### src/rtl/pwr_seq_pkg.sv
// Shared types and constants for the power-gate sequencer.
package pwr_seq_pkg;

  typedef enum logic [1:0] {
    ST_OFF       = 2'd0,
    ST_RAMP_UP   = 2'd1,
    ST_ON        = 2'd2,
    ST_RAMP_DOWN = 2'd3
  } state_t;

  // Level-0 control vector: isolate=1, CEb=1, all supplies off.
  localparam logic [9:0] OFF_PATTERN_DEF = 10'b11_0000_0000;

endpackage

### src/rtl/pwr_seq_fsm_reg_arstn.sv
// Plain register with asynchronous active-low reset to a parameterised value.
module reg_arstn #(
  parameter int           W       = 1,
  parameter logic [W-1:0] RST_VAL = '0
) (
  input  logic         clk,
  input  logic         rst_n,
  input  logic [W-1:0] d,
  output logic [W-1:0] q
);

  always_ff @(posedge clk or negedge rst_n) begin
    if (!rst_n) q <= RST_VAL;
    else        q <= d;
  end

endmodule

### src/rtl/pwr_seq_fsm.sv
// N-step power-up/power-down sequencer with per-step dwell and output pattern.
// Handshake: none; power is a level request, done reports the settled target.
module pwr_seq_fsm
  import pwr_seq_pkg::*;
#(
  parameter int               N_STEPS     = 8,
  parameter int               CNT_W       = 8,
  parameter int               OUT_W       = 10,
  parameter logic [OUT_W-1:0] OFF_PATTERN = OUT_W'(OFF_PATTERN_DEF),
  parameter int               LVL_W       = $clog2(N_STEPS + 1)
) (
  input  logic                       clk,
  input  logic                       rst,
  input  logic                       power,
  input  logic [N_STEPS*CNT_W-1:0]   dwell_i,
  input  logic [N_STEPS*OUT_W-1:0]   pattern_i,
  output logic [OUT_W-1:0]           ctrl_o,
  output logic [LVL_W-1:0]           level_o,
  output logic                       busy,
  output logic                       done
);

  logic [1:0]       state_q;
  state_t           state;
  state_t           state_nxt;
  logic [LVL_W-1:0] level;
  logic [LVL_W-1:0] level_nxt;
  logic [CNT_W-1:0] cnt;
  logic [CNT_W-1:0] cnt_nxt;
  logic [CNT_W-1:0] dwell_sel;
  logic [OUT_W-1:0] ctrl_nxt;

  assign state = state_t'(state_q);

  // Dwell index is level going up and level-1 going down.
  always_comb begin
    state_nxt = state;
    level_nxt = level;
    cnt_nxt   = cnt;
    dwell_sel = '0;
    for (int k = 0; k < N_STEPS; k++) begin
      if ((state == ST_RAMP_DOWN && level == LVL_W'(k + 1)) ||
          (state != ST_RAMP_DOWN && level == LVL_W'(k)))
        dwell_sel = dwell_i[k*CNT_W +: CNT_W];
    end
    case (state)
      ST_OFF: begin
        if (power) begin
          state_nxt = ST_RAMP_UP;
          cnt_nxt   = '0;
        end
      end
      ST_RAMP_UP: begin
        if (!power) begin
          state_nxt = ST_RAMP_DOWN;
          cnt_nxt   = '0;
        end else if (level == LVL_W'(N_STEPS)) begin
          // Reached via a reversal right after leaving ON.
          state_nxt = ST_ON;
          cnt_nxt   = '0;
        end else if (cnt == dwell_sel) begin
          level_nxt = level + LVL_W'(1);
          cnt_nxt   = '0;
          if (level == LVL_W'(N_STEPS - 1)) state_nxt = ST_ON;
        end else begin
          cnt_nxt = cnt + CNT_W'(1);
        end
      end
      ST_ON: begin
        if (!power) begin
          state_nxt = ST_RAMP_DOWN;
          cnt_nxt   = '0;
        end
      end
      ST_RAMP_DOWN: begin
        if (power) begin
          state_nxt = ST_RAMP_UP;
          cnt_nxt   = '0;
        end else if (level == '0) begin
          // Reached via a reversal right after leaving OFF.
          state_nxt = ST_OFF;
          cnt_nxt   = '0;
        end else if (cnt == dwell_sel) begin
          level_nxt = level - LVL_W'(1);
          cnt_nxt   = '0;
          if (level == LVL_W'(1)) state_nxt = ST_OFF;
        end else begin
          cnt_nxt = cnt + CNT_W'(1);
        end
      end
      default: begin
        state_nxt = ST_OFF;
        level_nxt = '0;
        cnt_nxt   = '0;
      end
    endcase
  end

  always_comb begin
    ctrl_nxt = OFF_PATTERN;
    for (int k = 0; k < N_STEPS; k++) begin
      if (level_nxt == LVL_W'(k + 1)) ctrl_nxt = pattern_i[k*OUT_W +: OUT_W];
    end
  end

  reg_arstn #(.W(2), .RST_VAL(2'(ST_OFF))) u_state_reg (
    .clk(clk), .rst_n(rst), .d(state_nxt), .q(state_q)
  );

  reg_arstn #(.W(LVL_W), .RST_VAL('0)) u_level_reg (
    .clk(clk), .rst_n(rst), .d(level_nxt), .q(level)
  );

  reg_arstn #(.W(CNT_W), .RST_VAL('0)) u_cnt_reg (
    .clk(clk), .rst_n(rst), .d(cnt_nxt), .q(cnt)
  );

  reg_arstn #(.W(OUT_W), .RST_VAL(OFF_PATTERN)) u_ctrl_reg (
    .clk(clk), .rst_n(rst), .d(ctrl_nxt), .q(ctrl_o)
  );

  assign level_o = level;
  assign busy    = (state == ST_RAMP_UP) || (state == ST_RAMP_DOWN);
  assign done    = (power && state == ST_ON) || (!power && state == ST_OFF);

endmodule

### config.mk
export PLATFORM = sky130hd
export DESIGN_NAME = pwr_seq_fsm
export DESIGN_NICKNAME = d
export VERILOG_FILES = /design/src/rtl/pwr_seq_pkg.sv /design/src/rtl/pwr_seq_fsm_reg_arstn.sv /design/src/rtl/pwr_seq_fsm.sv
export SDC_FILE = /design/constraint.sdc
export NUM_CORES = 1
export LEC_CHECK = 0
export BUFFER_PORTS_ARGS = -buffer_cell sky130_fd_sc_hd__buf_2
export CORE_MARGIN = 1.5
export CORE_UTILIZATION = 45
export CTS_CLUSTER_SIZE = 40
export DETAILED_ROUTE_END_ITERATION = 16
export PLACE_DENSITY_LB_ADDON = 0.1
export SLEW_MARGIN = 25
export SYNTH_ARGS = -nofsm -noshare
export SYNTH_HDL_FRONTEND = slang
export SYNTH_SLANG_ARGS = --single-unit
### constraint.sdc
create_clock -name clk -period 4.9 [get_ports clk]
set_clock_uncertainty 0.15 [all_clocks]
set_input_delay 0.735 -clock clk [delete_from_list [all_inputs] [get_ports clk]]
set_output_delay 0.735 -clock clk [all_outputs]
set_load 0.01 [all_outputs]
==> impl_metrics.tcl <==
set metrics [dict create \
    status "complete, no violations" \
    tritoncts "yes" \
    synth_nets 574 \
    grt_pass1_wl_um 16800 \
    async_flop_share_pct 100 \
    vias 3928 \
    synth_xor_area_share_pct 1.08 \
    clock_power_share_pct 9.0 \
    clk_pin_slew_ns 0.08 \
    pwr-share-comb_pct 75.5 \
    p_leak_nw 2.12 \
    syn_inst 417 \
    hold_class "in -> async" \
    io_pins 163 \
    wl_um 10800 \
    worst_pin_slew_ns 0.655 \
    drt-pass1-iter-count 5 \
    cts_root_buffer "clkbuf_8" \
    synth-simple-area-share_pct 26.9 \
    path_common_cell "buf_4" \
    dp_slack_ns 0.100 \
    crit_slowest_cell "nor4_4" \
    power_density_mw_per_mm2 453 \
    layoutNonFillerInstCount 671 \
    ant_nets 0 \
    ir_drop_v 0.000185 \
    ys_top_cells_by_area "dfrtp_1, nand2_1, o21ai_0, ha_1, nor2_1" \
    grt_use_total_pct 27.6 \
    grt_pass1_vias 3627 \
    gp_congestion 1.00 \
    clock_sinks 24 \
    p_int_mw 0.985 \
    muxShareOfSynthArea_pct 6.78 \
    finalCriticalPeriod_ns 4.57 \
    critPathMaxStageDelay_ns 0.59 \
    cts_hold_buf 0 \
    yosys_register_bits 24 \
    end_kind "flop" \
    drtIter0Drc 140 \
    synthAdderAreaFrac_pct 3.85 \
    max-slew-margin-rel_pct 55.1 \
    synth_top_area_share_pct 16.9 \
    grt_overflow 0 \
    start_kind "flop" \
    rsz0062_at_grt "false" \
    path_cells "inv_1, buf_4, ha_1, and3b_1, nor2_1, o211a_1, o311a_1, or3_1, nand4_1, nor4_4, mux2i_2, inv_2, buf_4, mux2_1, a21oi_1, a211oi_2, o21a_1" \
    cp.required_ns 4.91 \
    ys_seq_area_share_pct 18.6 \
    die_x_um 88.0 \
    seqPwrFrac_pct 15.5 \
    place_inst 666 \
    initial_core_util_pct 47.3 \
    cp_data_arrival_time_ns 4.58 \
    power_switching_mw 0.929 \
    hpwlAfterDp_um 8810 \
    cts_buffers 3 \
    synth_area_mm2 0.00325 \
    insertedDiodeCount 0 \
    die_area_mm2 0.00774 \
    grt_max_degree 25 \
    area_delta_synth_final_pct 30.1 \
    fin_ws_ns 0.329 \
    setup_viol 0 \
    maxCapViolCount 0 \
    grt_antenna_before_repair 0 \
    synth_ff_type "dfrtp_1" \
    sw_frac_of_total_pct 48.5 \
    critPathMaxFanout 24 \
    rows 30 \
    synth_cell_types 72 \
    insertion_delay_ns 0.27 \
    layout_worst_path_cycle_share_pct 93.3 \
    finalMaxSlewViolations 0 \
    yosys.area.top_type "dfrtp_1" \
    portBuffers 162 \
    setup_tns_ns 0 \
    drc 0 \
    viasPerCell 5.85 \
    synth-edff-count 0 \
    cts.htree.levels 1 \
    syn_area_per_cell_um2 7.79 \
    hold_viol_final 0 \
    synth_compound_area_share_pct 36.9 \
    clk_path_buf_depth 2 \
    fmax_mhz 219 \
    core_area_mm2 0.00687 \
    critPathLaunch "u_level_reg.q[1]$_DFF_PN0_" \
    drive_gt1_share_pct 38.8 \
    synth_top_family_by_area "compound AO/OA/AOI/OAI gates" \
    total_power_mw 1.91 \
    yosysWarnings 0 \
    path_class "reg -> reg" \
    routedWlPerCell_um 16.1 \
    finalNetCount 733 \
    die_h_um 88.0 \
    r2r-start "u_level_reg.q[1]$_DFF_PN0_" \
]
-- metrics by stage --
stage / cell area [um2] / hold slack (ns) / util, %
6_report: 4230 / 0.286 / 61.5
5_1_grt: 4230 / 0.320 / 61.5
4_1_cts: 4210 / 0.306 / 61.3
3_5_place_dp: 4140 / 0.403 / 60.3
3_3_place_gp: 4140 / 0.377 / 60.3
2_1_floorplan: 3250 / 0.289 / -
-- state kept, by name, summed over array words and instances, names as in the netlist --
name           count
u_ctrl_reg.q      10
u_cnt_reg.q        8
u_level_reg.q      4
u_state_reg.q      2
-- cell usage after synthesis (all sizes together), types with 6 or more instances --
cell	instances
mux2	13
nand2b	13
o22ai	9
a21o	8
inv	11
and3	13
o21ai	34
buf	17
o211a	6
a22oi	9
nand4	8
o21a	9
ha	10
nor2	36
o22a	8
or3	9
a32oi	8
nand3	13
a211oi	9
mux2i	7
dfrtp	22
a221oi	7
a21oi	24
nand2	53
-- critical path: cells and delay by family (launching register included) --
kind	cells	cell delay (ns)
compound gates	5	0.90
fa+ha+maj	1	0.25
buf+inv	4	0.57
flops	1	0.43
mux	2	0.64
simple gates	5	1.50
-- logic make-up (layout without fill, tap and decap cells) --
kind of cell,count (synthesis),in the layout
AOI/OAI and AO/OA,159,159
muxes,20,20
xor gates and xnor gates,4,4
buffers and inverters,33,191
DFF,24,24
and+or+nand+nor,167,167
adders and majority gates,10,10
-- placed cells by master (no fill, tap or decap), types with 4 or more instances in the layout --
cell type / netlist / routed
buf_2: 7 / 162
nand2_1: 52 / 52
nor2_1: 33 / 33
o21ai_0: 31 / 31
a21oi_1: 24 / 24
dfrtp_1: 22 / 22
nand2b_1: 13 / 13
and3_1: 13 / 13
buf_4: 4 / 13
nand3_1: 12 / 12
inv_1: 10 / 10
o22ai_1: 9 / 9
or3_1: 9 / 9
o21a_1: 9 / 9
ha_1: 10 / 9
mux2_2: 8 / 8
a21o_1: 8 / 8
a211oi_2: 7 / 8
a32oi_1: 8 / 8
a22oi_1: 8 / 8
o22a_1: 8 / 8
nand4_1: 7 / 7
o211a_1: 6 / 6
mux2i_1: 6 / 5
o311a_1: 5 / 5
o211ai_1: 5 / 5
nor3_1: 5 / 5
mux2_1: 5 / 5
a221oi_1: 4 / 4
-- what timing repair did --
item / in CTS / in global routing
setup endpoints to repair: 0 / 10
buffers inserted: 0 / 1
gates resized for setup: 0 / 2
-- final cells by class --
class | count | area, um2
inverter | 11 | 41.3
timing repair buffer | 176 | 928
clock inverter | 1 | 30.0
clock buffer | 3 | 41.3
fill | 664 | 2640
sequential | 24 | 603
tap | 96 | 120
multi-input combinational | 360 | 2460
-- path summary, 6_finish.rpt --
| check | end | slack (ns) | cells after the start |
|---|---|---|---|
| setup / recovery | u_ctrl_reg.q[3]$_DFF_PN0_ | 0.33 | 17 |
| hold / removal | u_cnt_reg.q[3]$_DFFE_PN0P_ | 0.29 | 1 |
| setup reg to reg | u_ctrl_reg.q[3]$_DFF_PN0_ | 0.33 | 17 |
| hold reg to reg | u_cnt_reg.q[1]$_DFFE_PN0P_ | 0.42 | 2 |
| max in group asynchronous | u_ctrl_reg.q[8]$_DFF_PN1_ | 3.95 | 1 |
| min in group clk | u_cnt_reg.q[1]$_DFFE_PN0P_ | 0.42 | 2 |
-- power groups by stage --
stage | clock [mW] | combinational (mW) | sequential [mW]
global placement | 0 | 1.40 | 0.297
finish | 0.173 | 1.45 | 0.296
CTS | 0.178 | 1.43 | 0.295
global route | 0.185 | 1.58 | 0.302
detailed placement | 0 | 1.42 | 0.297
floorplan | 0 | 1.04 | 0.316
-- routing by layer --
layer,track usage (%),vias up,wire [um]
met4,10.2,0,266
li1,-,1908,-
met1,33.0,1801,4370
met2,49.3,199,5320
met5,0,-,0
met3,4.34,20,858
Note: power is estimated with default switching activity, not from simulation.
